===== src/rtl/gain_ramp.sv =====
// Pipelined signed sample x unsigned fixed-point gain with saturation
// and per-sample gain ramping to avoid zipper noise on gain changes.
module gain_ramp #(
    parameter int SAMPLE_W  = 16,
    parameter int GAIN_W    = 16,
    parameter int FRAC_BITS = 12,
    parameter int OUT_W     = 16,
    parameter int RAMP_STEP = 16
) (
    input  logic                       i_clk,
    input  logic                       i_rst,
    input  logic                       i_valid,
    input  logic signed [SAMPLE_W-1:0] i_sample,
    input  logic        [GAIN_W-1:0]   i_gain,
    input  logic                       i_gain_load,
    output logic                       o_valid,
    output logic signed [OUT_W-1:0]    o_sample,
    output logic                       o_clip,
    output logic                       o_ramping
);

    localparam int PW = SAMPLE_W + GAIN_W + 1;

    localparam logic [GAIN_W-1:0] UNITY  = GAIN_W'(1 << FRAC_BITS);
    localparam logic [GAIN_W-1:0] STEP_G = GAIN_W'(RAMP_STEP);
    localparam logic [GAIN_W:0]   STEP_X = (GAIN_W + 1)'(RAMP_STEP);

    localparam logic signed [PW-1:0] QMAX =
        {{(PW - OUT_W + 1){1'b0}}, {(OUT_W - 1){1'b1}}};
    localparam logic signed [PW-1:0] QMIN =
        {{(PW - OUT_W + 1){1'b1}}, {(OUT_W - 1){1'b0}}};

    logic        [GAIN_W-1:0] target;
    logic        [GAIN_W-1:0] cur;
    logic                     v1;
    logic signed [PW-1:0]     p;

    logic        [GAIN_W-1:0] tgt_nx;
    logic        [GAIN_W-1:0] ramp_nx;
    logic        [GAIN_W:0]   up_x;
    logic        [GAIN_W:0]   dn_x;
    logic signed [PW-1:0]     s_ext;
    logic signed [PW-1:0]     g_ext;
    logic signed [PW-1:0]     q;
    logic signed [OUT_W-1:0]  sat;
    logic                     clip;

    // Ramp toward the target as it will be after this cycle's load,
    // using one extra bit so the step never wraps.
    always_comb begin
        tgt_nx  = i_gain_load ? i_gain : target;
        up_x    = {1'b0, cur} + STEP_X;
        dn_x    = {1'b0, tgt_nx} + STEP_X;
        ramp_nx = cur;
        if (STEP_X == '0 || cur == tgt_nx) begin
            ramp_nx = tgt_nx;
        end else if (cur < tgt_nx) begin
            ramp_nx = (up_x >= {1'b0, tgt_nx}) ? tgt_nx : cur + STEP_G;
        end else begin
            ramp_nx = (dn_x >= {1'b0, cur}) ? tgt_nx : cur - STEP_G;
        end
    end

    always_comb begin
        s_ext = PW'(i_sample);
        g_ext = PW'($signed({1'b0, cur}));
        q     = p >>> FRAC_BITS;
        sat   = q[OUT_W-1:0];
        clip  = 1'b0;
        if (q > QMAX) begin
            sat  = QMAX[OUT_W-1:0];
            clip = 1'b1;
        end else if (q < QMIN) begin
            sat  = QMIN[OUT_W-1:0];
            clip = 1'b1;
        end
    end

    always_ff @(posedge i_clk) begin
        if (i_rst) begin
            target    <= UNITY;
            cur       <= UNITY;
            v1        <= 1'b0;
            p         <= '0;
            o_valid   <= 1'b0;
            o_sample  <= '0;
            o_clip    <= 1'b0;
            o_ramping <= 1'b0;
        end else begin
            o_ramping <= (cur != target);
            if (i_gain_load) begin
                target <= i_gain;
            end
            v1 <= i_valid;
            if (i_valid) begin
                p   <= s_ext * g_ext;
                cur <= ramp_nx;
            end
            o_valid <= v1;
            if (v1) begin
                o_sample <= sat;
                o_clip   <= clip;
            end
        end
    end

endmodule


===== config.mk =====
export PLATFORM = sky130hd
export DESIGN_NAME = gain_ramp
export DESIGN_NICKNAME = d
export VERILOG_FILES = /design/src/rtl/gain_ramp.sv
export SDC_FILE = /design/constraint.sdc
export NUM_CORES = 1
export LEC_CHECK = 0
export CAP_MARGIN = 20
export CORE_AREA = 2 2 224 204
export DETAILED_ROUTE_END_ITERATION = 8
export DIE_AREA = 0 0 226 206
export GPL_ROUTABILITY_DRIVEN = 1
export PLACE_DENSITY = 0.48
export SKIP_LAST_GASP = 1
export SLEW_MARGIN = 20
export SYNTH_ARGS = -nofsm -noshare
export SYNTH_HDL_FRONTEND = slang
export SYNTH_SLANG_ARGS = --single-unit

===== constraint.sdc =====
create_clock -name i_clk -period 12.5 [get_ports i_clk]
set_input_delay 2.5 -clock i_clk [delete_from_list [all_inputs] [get_ports i_clk]]
set_output_delay 2.5 -clock i_clk [all_outputs]
set_load 0.05 [all_outputs]

==> results of run 1 <==
-- sequential cells by signal (all words and copies together) (netlist names) --
| name | count |
|---|---|
| target | 16 |
| o_sample | 16 |
| p | 21 |
| o_clip | 1 |
| o_ramping | 1 |
| v1 | 1 |
| cur | 16 |
| o_valid | 1 |
-- through the flow --
step           hold WS, ns  setup slack (ns)  utilization (%)  area, um2
2_1_floorplan        0.425              4.42                -      13100
3_3_place_gp         0.446              3.18             32.1      14300
3_5_place_dp         0.450              3.03             32.1      14300
4_1_cts              0.466              3.40             32.7      14600
5_1_grt              0.485              2.97             32.7      14600
6_report             0.466              3.41             32.7      14600
-- critical path: stages --
cell             delay, ns
clkdlybuf4s50_1       0.93
nand2_1               0.16
fa_1                  0.50
fa_1                  0.52
inv_1                 0.06
fa_1                  0.49
fa_1                  0.53
fa_1                  0.54
inv_1                 0.05
fa_1                  0.53
inv_1                 0.04
ha_1                  0.38
nand4_1               0.20
nor2_1                0.19
nand4_1               0.11
o32ai_1               0.64
nor4_1                0.15
o31ai_1               0.43
mux2i_1               0.25
o22ai_1               0.09
-- final cells by class --
class / instances / area, um2 / share of cell area, %
Clock buffer: 9 / 225 / 1.55
Clock inverter: 6 / 68.8 / 0.472
Inverter: 269 / 1010 / 6.93
Multi-Input combinational cell: 1118 / 10300 / 71.0
Sequential cell: 73 / 1460 / 10.0
Tap cell: 608 / 761 / 5.22
Timing Repair Buffer: 76 / 701 / 4.81
-- per-layer routing --
| metal | global-route usage (%) | vias up | routed length (um) |
|---|---|---|---|
| met4 | 3.81 | 0 | 856 |
| met2 | 28.5 | 208 | 17300 |
| li1 | - | 4903 | - |
| met1 | 23.2 | 5131 | 17500 |
| met5 | 0 | - | 0 |
| met3 | 2.83 | 44 | 1730 |
-- placed cells by master, fill, tap and decap left out, types with 20 or more instances in the layout --
cell / n
dfxtp_1: 73
xnor2_1: 56
nor3_1: 30
clkdlybuf4s50_1: 53
mux2i_1: 27
nand2_1: 181
and2_1: 113
buf_4: 22
ha_1: 165
inv_1: 267
o21ai_0: 33
a21oi_1: 52
nand3_1: 20
nor2_1: 85
fa_1: 193
-- synth_stat cells, types with 6 or more instances --
cell type,n
ha_1,165
nor2_1,86
xnor2_1,56
a21oi_1,52
o211ai_1,10
nand4_1,14
nand2b_1,9
fa_1,193
nor4_1,8
nand2_1,181
mux2i_1,27
dfxtp_1,73
nand3_1,20
inv_1,267
nor2b_1,6
a211oi_1,12
clkbuf_1,58
a21o_1,11
o21ai_0,33
o21bai_1,6
nor3_1,30
and2_1,113
xor2_1,7
o22ai_1,9
-- path summary, 6_finish.rpt --
| path | cells past startpoint | from | to |
|---|---|---|---|
| max | 20 | i_sample[8] | p[32] |
| min | 2 | p[24] | p[24] |
| max reg2reg | 20 | cur[8] | p[32] |
| min reg2reg | 2 | p[24] | p[24] |
-- logic make-up (layout without fill, tap and decap cells) --
kind of cell / Yosys count / in the layout
DFF: 73 / 73
AOI/OAI and AO/OA: 175 / 175
adders and majority gates: 358 / 358
xor gates and xnor gates: 63 / 63
and+or+nand+nor: 492 / 492
buffers and inverters: 340 / 360
muxes: 30 / 30
==> flow_summary.toml, run 1 <==
[synthesis]
yosys_warnings = 0
async_flop_share_pct = 0
synth_compound_area_share_pct = 8.94
ys_ff_latch = 73
synth_edf_count = 0
synth_top_area_share_pct = 29.5
synth_top_area_cell = "fa_1"
synth_top_family_by_area = "adder cells"
synth.net_count = 1925
avgSynthCellArea_um2 = 8.56
yosys.area_share.simple_pct = 18.2
ys_types = 66
syn-instance-count = 1531
synth_area_leaders = "fa_1 29%, ha_1 16%, dfxtp_1 11%, inv_1 7.6%, and2_1 5.4%"
yosysSeqAreaShare_pct = 11.1
synth_mux_area_share_pct = 2.32
synthAdderAreaFrac_pct = 45.2
synth_xor_area_share_pct = 4.21
netlist_area_um2 = 13100
synth_flop_cell = "dfxtp_1"

[clocking]
clk_path_buf_depth = 2
cts_buffers = 9
clockRootBuffer = "clkbuf_16"
clk_latency_ns = 0.35
tritoncts = "done"
ctsHtreeMaxLevel = 3
clkTransAtPathRegs_ns = 0.07
post_cts_buffers = 0
cts.repair.resized = 0
cts.sinks = 73
hold_buffers = 0

[finish]
area_growth_pct = 11.2
fin_cells = 2159
nets = 1941
num_antenna_cells = 0
drive_gt1_share_pct = 3.68
fill_cells = 4666

[floorplanning]
row_count = 74
start_util_pct = 29.4
design.portCount = 55
die_width_um = 226
die_area_um2 = 46600
core_um2 = 44500
die_h_um = 206

[placement]
gp_congestion = 0.826
dp.cells = 2144
placement.io_buffers = 54
hpwlAfterDp_um = 29700

[critical_path]
critPathArrivalTime_ns = 9.30
cp-start-kind = "input port"
path_max_fanout = 16
path_class = "in -> reg"
end_kind = "register"
regToRegSetupSlack_ns = 5.34
crit_required_ns = 12.71

[drt]
drtAntennaViolNets = 0
vias = 10286
wirelength_um = 37400
drt-pass1-iter-count = 4
wl_per_cell_um = 17.3
route.detailed.drc = 0
first_iter_violations = 567
viasPerCell = 4.76

[sta]
slew_headroom_pct = 27.0
fin_setup_tns_ns = 0
finalCriticalPeriod_ns = 9.09
period_share_pct = 72.7
hold_viol_final = 0
worst_slew_pin_slew_ns = 1.09
setup_viol = 0
clock_skew_ns = 0.00962
fmaxAchievable_mhz = 110
rsz0062_at_grt = "false"
slew_viol_final = 0

[status]
status = "finished, final reports clean"

[flow_run]
cap_violations = 0

[grt]
grt_overflow = 0
grt_pass1_wl_um = 61300
grt_pass1_vias = 10924
grt_max_degree = 61
track_usage_pct = 17.1
antenna_found_initial = 0

[min_path]
hold_path_class = "reg -> reg"
Power of run 1 is not shown: default switching activity piles up to over one toggle a cycle in this logic, so the estimate is an artifact.
==> inputs of run 2 (changes only) <==
- PLACE_DENSITY: 0.48 -> 0.49
- clock period: 12.5 -> 7.6 ns (I/O delays scaled with it)
==> run 2 against run 1 <==
Via count grew 2.5%. Sequential share of layout area fell by 0.51 points. Critical path depth increased by 3. Core utilization rose by 1.7 points. Die area unchanged. Highest routed layer unchanged.
==> flow_summary.toml, run 2 (same netlist as run 1, synthesis figures left out) <==
[sta]
fmaxAchievable_mhz = 137
rsz0062_at_grt = "true"
finalCriticalPeriod_ns = 7.30
slew_headroom_pct = 39.3
slew_viol_final = 0
fin_setup_tns_ns = 0
worst_slew_pin_slew_ns = 0.885
period_share_pct = 96.1
setup_viol = 0
whs_ns = 0.459
finalWorstSetupSlack_ns = 0.298
hold_viol_final = 0
clock_skew_ns = 0.0104

[clocking]
hold_buffers = 0
tritoncts = "done"
clockRootBuffer = "clkbuf_16"
clk_latency_ns = 0.36
cts.sinks = 73
cts_buffers = 9
clk_path_buf_depth = 2
ctsHtreeMaxLevel = 3
clkTransAtPathRegs_ns = 0.06

[grt]
antenna_found_initial = 0
grt_pass1_wl_um = 61600
grt_pass1_vias = 11302
grt_overflow = 0
track_usage_pct = 17.0
grt_max_degree = 61

[drt]
wl_per_cell_um = 16.5
first_iter_violations = 524
viasPerCell = 4.68
wirelength_um = 37200
drtAntennaViolNets = 0
route.detailed.drc = 0
vias = 10546
drt-pass1-iter-count = 6

[finish]
fill_cells = 4669
final_util_pct = 34.5
num_antenna_cells = 0
area_growth_pct = 17.1
regMostFlops = "p"
seq_area_um2 = 1460
largest_reg_flops = 21
nets = 2033
multi_input_area_um2 = 10400
drive_gt1_share_pct = 9.49
final_common_cell = "inv_1"
layout.cells.most_common_list = "267 x inv_1, 193 x fa_1, 181 x nand2_1"

[floorplanning]
design.portCount = 55
die_area_um2 = 46600
start_util_pct = 29.4
core_um2 = 44500
row_count = 74
die_width_um = 226
die_h_um = 206

[placement]
hpwlAfterDp_um = 30400
gp_congestion = 0.860
placement.io_buffers = 54
dp_slack_ns = -0.274

[status]
status = "finished, final reports clean"

[critical_path]
path_class = "in -> reg"
critPathArrivalTime_ns = 7.50
end_kind = "register"
cp-start-kind = "input port"
crit_required_ns = 7.80
path_max_fanout = 10

[min_path]
hold_path_class = "reg -> reg"

[flow_run]
cap_violations = 0
[run 2: cell count changes in the layout (fill, tap and decap cells not counted), sizes merged]
cell	before	now
buf	23	115
bufinv	1	0
clkbuf	9	10
clkdlybuf4s50	53	50
clkinv	4	3
clkinvlp	1	2
dlymetal6s2s	0	3
inv	269	270
[run 2: worst max-delay path, cell delays in order]
cell,delay [ns]
clkdlybuf4s50_1,0.40
buf_4,0.17
buf_4,0.15
and2_1,0.17
fa_1,0.54
inv_1,0.06
fa_1,0.49
fa_1,0.52
inv_1,0.04
ha_1,0.31
fa_1,0.56
fa_1,0.46
ha_4,0.30
o211ai_1,0.09
o211ai_1,0.32
nand2_1,0.16
o32ai_1,0.30
buf_4,0.19
nor4_2,0.06
o31ai_1,0.25
buf_4,0.16
mux2i_1,0.17
o22ai_1,0.09
[run 2: what timing repair did]
action                                  in CTS  in global routing
buffers inserted                             0                  0
endpoints found under the setup margin       0                 12
gates resized for setup                      0                 11
[run 2: area by class of cell]
class / count / share of cell area, %
Multi-Input combinational cell: 1118 / 67.6
Clock inverter: 6 / 0.326
Clock buffer: 10 / 1.56
Timing Repair Buffer: 168 / 9.44
Sequential cell: 73 / 9.52
Tap cell: 608 / 4.95
Inverter: 269 / 6.58
[run 2: through the flow]
| step | instances | area (um2) |
|---|---|---|
| 2_1_floorplan | 1531 | 13100 |
| 3_3_place_gp | 2236 | 15000 |
| 3_5_place_dp | 2236 | 15000 |
| 4_1_cts | 2252 | 15300 |
| 5_1_grt | 2252 | 15400 |
| 6_report | 2252 | 15400 |
[run 2: worst paths after layout]
path               startpoint  endpoint  slack [ns]  cells past startpoint
hold reg to reg         p[17]     p[17]        0.46                      2
setup reg to reg       cur[5]     p[20]        1.17                     23
setup / recovery  i_sample[6]     p[32]        0.30                     23
hold / removal          p[17]     p[17]        0.46                      2
[run 2: per-layer routing]
metal  GRT usage [%]  vias to the layer above  wire (um)
li1                -                     5088          -
met1            24.0                     5206      18000
met2            28.6                      217      17400
met3            1.69                       35       1200
met4            2.86                        0        477
met5               0                        -          0
Power of run 2 is left out for the same reason.
==> inputs of run 3 (changes only) <==
--- a/config.mk
+++ b/config.mk
@@ -12,3 +12,3 @@
 export GPL_ROUTABILITY_DRIVEN = 1
-export PLACE_DENSITY = 0.49
+export PLACE_DENSITY_LB_ADDON = 0.2
 export SKIP_LAST_GASP = 1
==> constraint.sdc (replaced) <==
create_clock -name i_clk -period 7.6 [get_ports i_clk]
set_input_delay 1.14 -clock i_clk [delete_from_list [all_inputs] [get_ports i_clk]]
set_output_delay 1.14 -clock i_clk [all_outputs]
set_load 0.05 [all_outputs]
==> run 3 against run 2 <==
Routed wire length is 1.1% higher. Fmax is 2.2% higher. Global-route usage is 0.38 points higher. Core utilization is 1.0 points lower. Largest cell class unchanged. Highest routed layer unchanged.
==> flow_summary.toml, run 3 (same netlist as run 1, synthesis figures left out) <==
[min_path]
hold_path_class = "reg -> reg"
worst_hold_path.endpoint = "p[25]"
worstHoldStart = "p[25]"
holdPathStages = 2

[clocking]
post_cts_buffers = 0
cts.sinks = 73
clk_path_buf_depth = 2
cts_buffers = 9
clockRootBuffer = "clkbuf_16"
ctsHtreeMaxLevel = 3
tritoncts = "done"
clkTransAtPathRegs_ns = 0.06
clk_latency_ns = 0.36
hold_buffers = 0

[critical_path]
cp-start-kind = "input port"
critPathArrivalTime_ns = 7.35
worst_r2r_endpoint = "p[32]"
r2r_cells = 19
regToRegSetupSlack_ns = 1.02
crit_required_ns = 7.81
end_kind = "register"
path_max_fanout = 16
worstReg2RegStart = "cur[3]"
path_class = "in -> reg"

[finish]
fill_cells = 4702
drive_gt1_share_pct = 5.68
nets = 1974
final_common_cell = "inv_1"
regMostFlops = "p"
area_growth_pct = 13.6
finalInstanceArea_um2 = 14900
largest_reg_flops = 21
final_util_pct = 33.5
layout.cells.most_common_list = "267 x inv_1, 193 x fa_1, 181 x nand2_1"

[floorplanning]
core_um2 = 44500
start_util_pct = 29.4
design.portCount = 55
die_area_um2 = 46600
row_count = 74
die_h_um = 206
die_width_um = 226

[sta]
finalWorstSetupSlack_ns = 0.456
rsz0062_at_grt = "false"
slew_viol_final = 0
slew_headroom_pct = 33.3
finalCriticalPeriod_ns = 7.14
hold_viol_final = 0
setup_viol = 0
clock_skew_ns = 0.0109
fmaxAchievable_mhz = 140
worst_slew_pin_slew_ns = 0.995
period_share_pct = 94.0

[drt]
first_iter_violations = 528
vias = 10343
route.detailed.drc = 0
drtAntennaViolNets = 0
wirelength_um = 37600
drt-pass1-iter-count = 6
viasPerCell = 4.71
wl_per_cell_um = 17.1

[grt]
grt_overflow = 0
use_met2_pct = 29.5
grtUsageMet1_pct = 22.8
track_usage_pct = 17.4
gr-usage-met3_pct = 3.11
grt_pass1_wl_um = 62800
grt-busiest-layer = "met2"
grt_pass1_vias = 11347
antenna_found_initial = 1
grt_max_degree = 61

[placement]
hpwlAfterDp_um = 30400
post_dp_cell_area_um2 = 14600
dp_slack_ns = -0.115
placement.io_buffers = 54
gp_congestion = 0.864

[status]
status = "finished, final reports clean"

[flow_run]
cap_violations = 0
-- run 3: changes by cell type in the layout (fill, tap and decap cells not counted), sizes merged --
cell | before | now
clkdlybuf4s50 | 50 | 53
dlymetal6s2s | 3 | 0
clkbuf | 10 | 9
diode | 0 | 1
buf | 115 | 56
clkinv | 3 | 4
clkinvlp | 2 | 1
bufinv | 0 | 1
-- run 3: critical path, cell delays in order --
cell             delay [ns]
clkdlybuf4s50_1        0.45
buf_12                 0.17
and2_1                 0.17
fa_1                   0.53
inv_1                  0.06
fa_1                   0.50
fa_1                   0.51
inv_1                  0.05
fa_1                   0.46
fa_1                   0.55
inv_1                  0.06
fa_1                   0.52
inv_1                  0.04
ha_1                   0.33
nor2_1                 0.06
nor2_1                 0.30
nand2_1                0.17
o32ai_2                0.38
nor4_1                 0.13
o31ai_1                0.41
mux2i_1                0.25
o22ai_1                0.10
-- run 3: how the worst max path moves through the flow --
stage / startpoint / to / slack, ns / depth (start not counted)
floorplan: i_sample[15] / p[32] / 0.88 / 20
global placement: i_sample[6] / p[32] / -0.05 / 22
detailed placement: i_sample[6] / p[32] / -0.11 / 22
CTS: i_sample[6] / p[32] / 0.26 / 22
global route: i_sample[6] / p[32] / 0.03 / 22
finish: i_sample[6] / p[32] / 0.46 / 22
-- run 3: layout make-up --
type / instances / area (um2) / area share [%]
Multi-Input combinational cell: 1118 / 10300 / 69.5
Clock inverter: 7 / 77.6 / 0.521
Inverter: 269 / 1010 / 6.78
Clock buffer: 9 / 225 / 1.51
Antenna cell: 1 / 2.50 / 0.0168
Timing Repair Buffer: 109 / 1010 / 6.79
Sequential cell: 73 / 1460 / 9.81
Tap cell: 608 / 761 / 5.11
-- run 3: metal layers --
| layer | share of wire (%) | wire [um] |
|---|---|---|
| met5 | 0 | 0 |
| met4 | 2.4 | 895 |
| met3 | 4.8 | 1790 |
| met2 | 47 | 17600 |
| met1 | 46 | 17300 |
-- run 3: timing repair --
item	in CTS	in global routing
hold endpoints to repair	0	0
resized for setup	0	1
endpoints found under the setup margin	0	2
-- run 3: stage by stage --
stage / hold slack [ns] / setup TNS [ns] / std cells
2_1_floorplan: 0.425 / 0 / 1531
3_3_place_gp: 0.446 / -0.0471 / 2177
3_5_place_dp: 0.451 / -0.124 / 2177
4_1_cts: 0.470 / 0 / 2193
5_1_grt: 0.478 / 0 / 2193
6_report: 0.464 / 0 / 2194
Power of run 3 is left out for the same reason.
